[src/rtl/sha256_core_mb.sv]
`default_nettype none
// ============================================================================
// Module   : sha256_core_mb (with helper sha256_coefs)
// Purpose  : Multi-block SHA-256 compression engine on a byte-wide register
//            port. Chains the digest across 512-bit blocks, unrolls
//            ROUNDS_PER_CYCLE rounds per clock, and has a sticky done flag
//            with an interrupt enable and a block counter.
// Ports    : i_clk, i_rst_n (async, active low)
//            i_w_addr / i_data8 / i_we  - register address, write data, strobe
//            o_data_mux                 - combinational read data for i_w_addr
//            o_irq                      - done & irq_en
//            o_busy                     - high in ROUND and MATH
// Options  : define SHA224_EN to add CTRL bit6 (mode224) and the SHA-224 IV.
// Revision : 1.0 - initial release
// ============================================================================

// Round constant LUT; one instance per unrolled round.
module sha256_coefs (
    input  logic [5:0]  i_idx,
    output logic [31:0] o_k
);
    localparam logic [31:0] c_K [64] = '{
        32'h428a2f98, 32'h71374491, 32'hb5c0fbcf, 32'he9b5dba5, 32'h3956c25b, 32'h59f111f1, 32'h923f82a4, 32'hab1c5ed5,
        32'hd807aa98, 32'h12835b01, 32'h243185be, 32'h550c7dc3, 32'h72be5d74, 32'h80deb1fe, 32'h9bdc06a7, 32'hc19bf174,
        32'he49b69c1, 32'hefbe4786, 32'h0fc19dc6, 32'h240ca1cc, 32'h2de92c6f, 32'h4a7484aa, 32'h5cb0a9dc, 32'h76f988da,
        32'h983e5152, 32'ha831c66d, 32'hb00327c8, 32'hbf597fc7, 32'hc6e00bf3, 32'hd5a79147, 32'h06ca6351, 32'h14292967,
        32'h27b70a85, 32'h2e1b2138, 32'h4d2c6dfc, 32'h53380d13, 32'h650a7354, 32'h766a0abb, 32'h81c2c92e, 32'h92722c85,
        32'ha2bfe8a1, 32'ha81a664b, 32'hc24b8b70, 32'hc76c51a3, 32'hd192e819, 32'hd6990624, 32'hf40e3585, 32'h106aa070,
        32'h19a4c116, 32'h1e376c08, 32'h2748774c, 32'h34b0bcb5, 32'h391c0cb3, 32'h4ed8aa4a, 32'h5b9cca4f, 32'h682e6ff3,
        32'h748f82ee, 32'h78a5636f, 32'h84c87814, 32'h8cc70208, 32'h90befffa, 32'ha4506ceb, 32'hbef9a3f7, 32'hc67178f2
    };
    assign o_k = c_K[i_idx];
endmodule

module sha256_core_mb #(
    parameter int ROUNDS_PER_CYCLE = 1,
    parameter int ADDR_W           = 7
) (
    input  logic              i_clk,
    input  logic              i_rst_n,
    input  logic [ADDR_W-1:0] i_w_addr,
    input  logic [7:0]        i_data8,
    input  logic              i_we,
    output logic [7:0]        o_data_mux,
    output logic              o_irq,
    output logic              o_busy
);
    localparam logic [1:0] S_IDLE  = 2'd0;
    localparam logic [1:0] S_ROUND = 2'd1;
    localparam logic [1:0] S_MATH  = 2'd2;
    localparam logic [1:0] S_DONE  = 2'd3;

    localparam logic [5:0]   c_LAST_CNT = 6'(64 - ROUNDS_PER_CYCLE);
    localparam logic [255:0] c_IV256 =
        256'h6a09e667_bb67ae85_3c6ef372_a54ff53a_510e527f_9b05688c_1f83d9ab_5be0cd19;
`ifdef SHA224_EN
    localparam logic [255:0] c_IV224 =
        256'hc1059ed8_367cd507_3070dd17_f70e5939_ffc00b31_68581511_64f98fa7_befa4fa4;
`endif

    if (!(ROUNDS_PER_CYCLE == 1 || ROUNDS_PER_CYCLE == 2 || ROUNDS_PER_CYCLE == 4 ||
          ROUNDS_PER_CYCLE == 8 || ROUNDS_PER_CYCLE == 16)) begin : g_bad_rpc
        $error("ROUNDS_PER_CYCLE must be 1, 2, 4, 8 or 16");
    end

    function automatic logic [31:0] big_s0(input logic [31:0] x);
        return {x[1:0], x[31:2]} ^ {x[12:0], x[31:13]} ^ {x[21:0], x[31:22]};
    endfunction
    function automatic logic [31:0] big_s1(input logic [31:0] x);
        return {x[5:0], x[31:6]} ^ {x[10:0], x[31:11]} ^ {x[24:0], x[31:25]};
    endfunction
    function automatic logic [31:0] sml_s0(input logic [31:0] x);
        return {x[6:0], x[31:7]} ^ {x[17:0], x[31:18]} ^ {3'b000, x[31:3]};
    endfunction
    function automatic logic [31:0] sml_s1(input logic [31:0] x);
        return {x[16:0], x[31:17]} ^ {x[18:0], x[31:19]} ^ {10'd0, x[31:10]};
    endfunction

    logic [1:0]   state_q, state_d;
    logic [5:0]   cnt_q;
    logic [511:0] block_q;      // message block, doubles as the sliding schedule
    logic [255:0] work_q;       // working variables a..h; holds the digest when idle
    logic [255:0] hsave_q;      // chaining value added back in MATH
    logic [7:0]   blkcnt_q;
    logic         irq_en_q, chain_q, done_q;
    logic         w_m224;
`ifdef SHA224_EN
    logic         mode224_q;
    assign w_m224 = mode224_q;
`else
    assign w_m224 = 1'b0;
`endif

    logic         w_ctrl_we, w_msg_we, w_start;
    logic [255:0] w_init, w_work_nxt, w_sum;
    logic [511:0] w_sched_nxt;
    logic [31:0]  w_k [ROUNDS_PER_CYCLE];
    logic [4:0]   w_didx;

    assign w_ctrl_we = i_we && (i_w_addr == ADDR_W'(65));
    // The block register is shifting during a run, so message writes are only
    // taken while idle.
    assign w_msg_we  = i_we && (i_w_addr < ADDR_W'(64)) && (state_q == S_IDLE);
    assign w_start   = w_ctrl_we && i_data8[0] && (state_q == S_IDLE);

`ifdef SHA224_EN
    assign w_init = i_data8[1] ? work_q : (i_data8[6] ? c_IV224 : c_IV256);
`else
    assign w_init = i_data8[1] ? work_q : c_IV256;
`endif

    for (genvar r = 0; r < ROUNDS_PER_CYCLE; r++) begin : g_klut
        sha256_coefs u_coefs (
            .i_idx (cnt_q + 6'(r)),
            .o_k   (w_k[r])
        );
    end

    // Unrolled rounds; the top word of the schedule is W[t], and the newly
    // expanded W[t+16] is shifted in at the bottom.
    always_comb begin : p_rounds
        logic [31:0] a, b, c, d, e, f, g, h, t1, t2, wn;
        w_work_nxt  = work_q;
        w_sched_nxt = block_q;
        for (int r = 0; r < ROUNDS_PER_CYCLE; r++) begin
            {a, b, c, d, e, f, g, h} = w_work_nxt;
            t1 = h + big_s1(e) + ((e & f) ^ (~e & g)) + w_k[r] + w_sched_nxt[511:480];
            t2 = big_s0(a) + ((a & b) ^ (a & c) ^ (b & c));
            w_work_nxt = {t1 + t2, a, b, c, d + t1, e, f, g};
            wn = sml_s1(w_sched_nxt[63:32]) + w_sched_nxt[223:192]
               + sml_s0(w_sched_nxt[479:448]) + w_sched_nxt[511:480];
            w_sched_nxt = {w_sched_nxt[479:0], wn};
        end
    end

    always_comb begin
        w_sum = '0;
        for (int i = 0; i < 8; i++) begin
            w_sum[32*i +: 32] = work_q[32*i +: 32] + hsave_q[32*i +: 32];
        end
    end

    // FSM: state register
    always_ff @(posedge i_clk or negedge i_rst_n) begin
        if (!i_rst_n) state_q <= S_IDLE;
        else          state_q <= state_d;
    end

    // FSM: next state
    always_comb begin
        state_d = state_q;
        case (state_q)
            S_IDLE:  if (w_start) state_d = S_ROUND;
            S_ROUND: if (cnt_q == c_LAST_CNT) state_d = S_MATH;
            S_MATH:  state_d = S_DONE;
            S_DONE:  state_d = S_IDLE;
            default: state_d = S_IDLE;
        endcase
    end

    // FSM: outputs
    always_comb begin
        o_busy = (state_q == S_ROUND) || (state_q == S_MATH);
        o_irq  = done_q && irq_en_q;
    end

    always_ff @(posedge i_clk or negedge i_rst_n) begin
        if (!i_rst_n) begin
            cnt_q     <= '0;
            block_q   <= '0;
            work_q    <= c_IV256;
            hsave_q   <= c_IV256;
            blkcnt_q  <= '0;
            irq_en_q  <= 1'b0;
            chain_q   <= 1'b0;
            done_q    <= 1'b0;
`ifdef SHA224_EN
            mode224_q <= 1'b0;
`endif
        end else begin
            if (w_msg_we)                block_q[{i_w_addr[5:0], 3'b000} +: 8] <= i_data8;
            else if (state_q == S_ROUND) block_q <= w_sched_nxt;

            if (w_ctrl_we) begin
                irq_en_q  <= i_data8[2];
                chain_q   <= i_data8[1];
`ifdef SHA224_EN
                mode224_q <= i_data8[6];
`endif
            end

            // A clear landing in the same cycle as the set loses.
            if (state_q == S_DONE)            done_q <= 1'b1;
            else if (w_ctrl_we && i_data8[3]) done_q <= 1'b0;

            if (w_start) begin
                cnt_q   <= '0;
                work_q  <= w_init;
                hsave_q <= w_init;
                if (!i_data8[1]) blkcnt_q <= '0;
            end else begin
                case (state_q)
                    S_ROUND: begin
                        work_q <= w_work_nxt;
                        cnt_q  <= cnt_q + 6'(ROUNDS_PER_CYCLE);
                    end
                    S_MATH:  work_q   <= w_sum;
                    S_DONE:  blkcnt_q <= blkcnt_q + 8'd1;
                    default: ;
                endcase
            end
        end
    end

    assign w_didx = 5'(i_w_addr - ADDR_W'(70));

    always_comb begin
        o_data_mux = 8'hAA;
        if (i_w_addr < ADDR_W'(64))       o_data_mux = 8'h00;
        else if (i_w_addr == ADDR_W'(64)) o_data_mux = 8'(ROUNDS_PER_CYCLE);
        else if (i_w_addr == ADDR_W'(65)) o_data_mux = {1'b0, w_m224, state_q, done_q, irq_en_q, chain_q, 1'b0};
        else if (i_w_addr == ADDR_W'(66)) o_data_mux = blkcnt_q;
        else if ((i_w_addr >= ADDR_W'(70)) && (i_w_addr <= ADDR_W'(101))) begin
            // H7 occupies bytes 0..3 and is hidden in SHA-224 mode.
            if (w_m224 && (w_didx < 5'd4)) o_data_mux = 8'h00;
            else                           o_data_mux = work_q[{w_didx, 3'b000} +: 8];
        end
    end
endmodule
`default_nettype wire
[config.mk]
export PLATFORM = sky130hd
export DESIGN_NAME = sha256_core_mb
export DESIGN_NICKNAME = d
export VERILOG_FILES = /design/src/rtl/sha256_core_mb.sv
export SDC_FILE = /design/constraint.sdc
export NUM_CORES = 2
export LEC_CHECK = 0
export ABC_CLOCK_PERIOD_IN_PS = 24100
export BUFFER_PORTS_ARGS = -buffer_cell sky130_fd_sc_hd__clkbuf_2
export CORE_ASPECT_RATIO = 1.2
export CORE_UTILIZATION = 67
export CTS_CLUSTER_DIAMETER = 40
export CTS_CLUSTER_SIZE = 30
export DETAILED_ROUTE_END_ITERATION = 16
export PLACE_DENSITY_LB_ADDON = 0.12
export SLEW_MARGIN = 20
export SYNTH_ARGS = -nofsm -noshare
export SYNTH_HDL_FRONTEND = slang
export SYNTH_HIERARCHICAL = 1
export SYNTH_SLANG_ARGS = --single-unit
[constraint.sdc]
create_clock -name i_clk -period 24.1 [get_ports i_clk]
set_clock_uncertainty 0.2 [all_clocks]
set_input_delay 2.41 -clock i_clk [delete_from_list [all_inputs] [get_ports i_clk]]
set_output_delay 2.41 -clock i_clk [all_outputs]
set_load 0.01 [all_outputs]
# == After elaboration in Yosys (flattened, before gate mapping) ==
# Memory sizes are Yosys's and may differ from the RTL's.
# Cells that the tools add are included.
# totals
register_bits,1043
mem_bits_ro,2048
input_bits,18
out_inout_bits,10
wordCells,107
mem_count,1
# mem_list
name,depth,width,rd,rd_clocked_by_memory_dff,wr,line_no,source
(name not given),64,32,1,0,0,32,assign o_k = c_K[i_idx];
# op_classes
add_sub_neg,22
magnitude_cmp,4
n_eq_ne,10
shifts,3
muxes,23
bitwise_logic,18
reduce_logical,17
# op_table
operator,count
$mux 512,2
$add 32x32->32,18
$bwmux 512,1
$mux 256,2
$pmux 256 s2,1
$shift 8x11->512 const A,1
$shiftx 8x11->512,1
$xor 32x32->32,9
$shiftx 256x9->8,1
$and 32x32->32,5
$mux 32,2
$mux 8,8
$not 32->32,1
$xor 32x22->32,1
$xor 32x29->32,1
$eq 7x7->1 const B,3
$ge 7x7->1 const B,2
$mux 6,2
$neg 9->11,1
$add 8x1->8 const B,1
$logic_and 1x1->1,8
$pmux 2 s4,1
$reduce_bool 2->1,4
$le 7x7->1 const B,1
14 further kinds,20

# == Longest topological paths before layout ==
# logic_depth
word_depth,9
mapped_depth,42

# == Hierarchy ==
# Netlist, hierarchy kept.
# modules_own_cells
mod,n_inst,cells_per_inst,area_each_um2
sha256_core_mb,1,7998,72655.9
sha256_coefs,1,510,3298.2

# == Worst setup path before layout ==
# Ideal clock, no wire load.
# synth_timing
kind,register -> register
start,register cnt_q[1]
end,register work_q[255]
arrival_time_ns,8.565
t_required_ns,23.813
slack_ns,15.248
stages_incl_launch_ff,42
path_buffers,3
period_less_slack_ns,8.852
path_cell_list,dfrtp_1 -> buf_4 -> inv_1 -> ha_1 -> buf_2 -> buf_2 -> nor2b_1 -> o31ai_1 -> a32oi_1 -> inv_1 -> fa_1 -> fa_1 -> fa_1 -> inv_1 -> ha_1 -> inv_1 -> fa_1 -> nor2b_1 -> (+6 left out) -> nor2b_1 -> o21ai_0 -> nand2b_1 -> xnor2_1 -> fa_1 -> inv_1 -> ha_1 -> nand2_1 -> a21oi_1 -> a221o_1 -> o311a_1 -> o41a_1 -> a21o_1 -> a21oi_2 -> o21bai_1 -> a21oi_1 -> xnor3_1 -> o211ai_1
# synth_lines
item,line_no,source
from (decl),80,logic [5:0] cnt_q;
from (signal assigned),205,cnt_q <= cnt_q + 6'(ROUNDS_PER_CYCLE);
to (signal assigned),171,work_q <= c_IV256;
to (signal assigned),198,work_q <= w_init;
to (signal assigned),204,work_q <= w_work_nxt;
to (decl),82,logic [255:0] work_q;

==> reports/results.ini <==
[critical_path]
critPathLaunchType=flip-flop
crit_fanout=24
path_delay_family=compound AO/OA/AOI/OAI gates
critPathRequiredTime_ns=24.59
crit_slowest_cell=ha_1
cpPeakStageDelay_ns=0.68
critPathKind=flip-flop to flip-flop
worstPathArrival_ns=11.33
path_buf_inv=5
critPathCaptureType=flip-flop

[routing]
drtIter0Drc=10044
routed_wl_um=284000
drc=0
drt_first_pass_iters=10
vias_per_cell=7.18
ant_nets=0
via_count=70879
wl_per_cell_um=28.8

[synth]
synth_top_area_share_pct=25.4
ys_seq_elements=1043
synth-edff-count=0
yosysMostFrequentCell=nor2_1
synth_ff_type=dfrtp_1
yosysSeqAreaShare_pct=34.8
synth.distinct_cells=104
synth.avg_cell_area_um2=8.93
netlist_top_cells_count=nor2_1 (907), nand2_1 (826), dfrtp_1 (771), o21ai_0 (593), inv_1 (583)
syn_nets=9126
syn_area_mm2=0.0760
yosysTopAreaCell=dfrtp_1
async_flop_share_pct=100
netlist_instances=8508
ys_warn_count=6
synth_area_leaders=dfrtp_1 (25%), dfstp_2 (9.4%), ha_1 (6.7%)

[grt]
grt_pass1_wl_um=420000
grt_pass1_vias=67617
antenna_found_initial=15
track_usage_pct=49.1
grt-ovfl-total=0
grt_max_degree=119

[cells_and_area]
syn2layout_area_growth_pct=7.51
finalInstanceArea_mm2=0.0817
fillCellCount=8157
multi_input_area_mm2=0.0453
nets=8870
seq_area_mm2=0.0264
drive_gt1_share_pct=10.3

[timing]
fin_crit_ns=10.84
period_share_pct=45.0
slew_headroom_pct=16.1
hold_viol_final=0
fin_tns_setup_ns=0
max_freq_ghz=0.0923
setup_viol=0
worstMarginPinSlew_ns=1.26
rsz0062_at_grt=no
slew_viol_final=0

[cts]
clock_path_buffers=3
cts_buffers=141
cts_root_buf=clkbuf_16
clk_latency_ns=0.81
cts_tree=done
postCtsResizedCells=0
cts_hold_buf=0
htreeDepth=4
clock-sinks=1043
cts_setup_buffers=0
clkTransAtPathRegs_ns=0.06

[die]
num_rows=134
die_x_um=309
core_mm2=0.112
die_area_mm2=0.115
start_util_pct=67.9
chipHeight_um=371
io_pins=28

[outcome]
status=complete, no violations

[placement]
portBuffers=27
hpwl_um=201000
gp_congestion=1.04
placed_cell_area_mm2=0.0767

[job]
cap_violations=0

[worst_hold_path]
hold_path.class=flip-flop to flip-flop

==> logic make-up (layout without fill, tap and decap cells) <==
group / after synthesis / in the layout / share of synthesized area, %
AND/OR/NAND/NOR: 2395 / 2395 / 13.7
XOR/XNOR: 546 / 546 / 6.31
AO/OA/AOI/OAI: 2604 / 2604 / 23.4
other: 0 / 3 / 0
buffers and inverters: 1111 / 971 / 5.73
multiplexers: 201 / 201 / 4.07
adder cells (fa/ha/maj): 608 / 608 / 11.9
flip-flops: 1043 / 1043 / 34.8
==> registers in the layout, summed over array words and instances, names as in the netlist <==
register	cells
cnt_q	6
hsave_q	256
block_q	512
state_q	2
done_q	1
irq_en_q	1
blkcnt_q	8
work_q	256
chain_q	1
==> through the flow <==
step / utilization, % / setup WS, ns / cells / hold WS [ns]
floorplan: - / 15.25 / 8508 / 0.237
global placement: 68.6 / 13.52 / 9604 / 0.243
detailed placement: 68.6 / 13.52 / 9604 / 0.249
CTS: 73.0 / 13.46 / 9863 / 0.255
global route: 73.0 / 12.70 / 9864 / 0.276
finish: 73.0 / 13.26 / 9867 / 0.252
==> path summary, 6_finish.rpt <==
path	cells after the start	slack (ns)	to	startpoint
min in group asynchronous	1	1.35	hsave_q[85]$_DFFE_PN0P_	i_rst_n
hold reg to reg	2	0.25	hsave_q[150]$_DFFE_PN1P_	hsave_q[150]$_DFFE_PN1P_
setup reg to reg	38	13.26	work_q[255]$_DFFE_PN0P_	cnt_q[1]$_DFFE_PN0P_
hold / removal	2	0.25	hsave_q[150]$_DFFE_PN1P_	hsave_q[150]$_DFFE_PN1P_
max in group asynchronous	5	18.52	block_q[144]$_DFFE_PN0P_	i_rst_n
setup / recovery	38	13.26	work_q[255]$_DFFE_PN0P_	cnt_q[1]$_DFFE_PN0P_
==> tightest hold or removal path, cell delays in order (launching register included) <==
cell	delay, ns
dfstp_2	0.37
nand2_1	0.04
nand2_1	0.04
==> layer usage <==
metal | track usage (%) | up-vias | share of wire, % | wire length (um)
met4 | 34.6 | 14 | 8.7 | 24700
met5 | 0 | - | 0.032 | 92
met3 | 16.0 | 1400 | 13 | 38300
met2 | 71.9 | 5230 | 42 | 121000
li1 | - | 29991 | - | -
met1 | 61.4 | 34244 | 35 | 100000
==> area by class of cell <==
class	count	share of cell area, %
antenna	3	0.00919
clock buffer	170	4.75
clock inverter	89	1.28
inverter	585	2.69
multi-input combinational	6354	55.4
sequential	1043	32.4
tap	1496	2.29
timing repair buffer	127	1.15
==> placed cells by master (no fill, tap or decap), drive strengths merged, types with 54 or more instances in the layout <==
master    n
inv     611
xor2    185
a21oi   582
nor2b    80
xnor2   360
a22oi   101
clkbuf  193
a21o    171
ha      405
o221ai   58
mux2i    97
nand2b   78
nor3    140
fa      195
dfrtp   771
dfstp   272
a221o   351
o21a     54
a31oi   157
mux4     84
o21ai   604
buf     104
nand2   826
nor2    910
nand3   128
a211oi  114
Power is not shown: default switching activity piles up to over one toggle a cycle in this logic, so the estimate is an artifact.
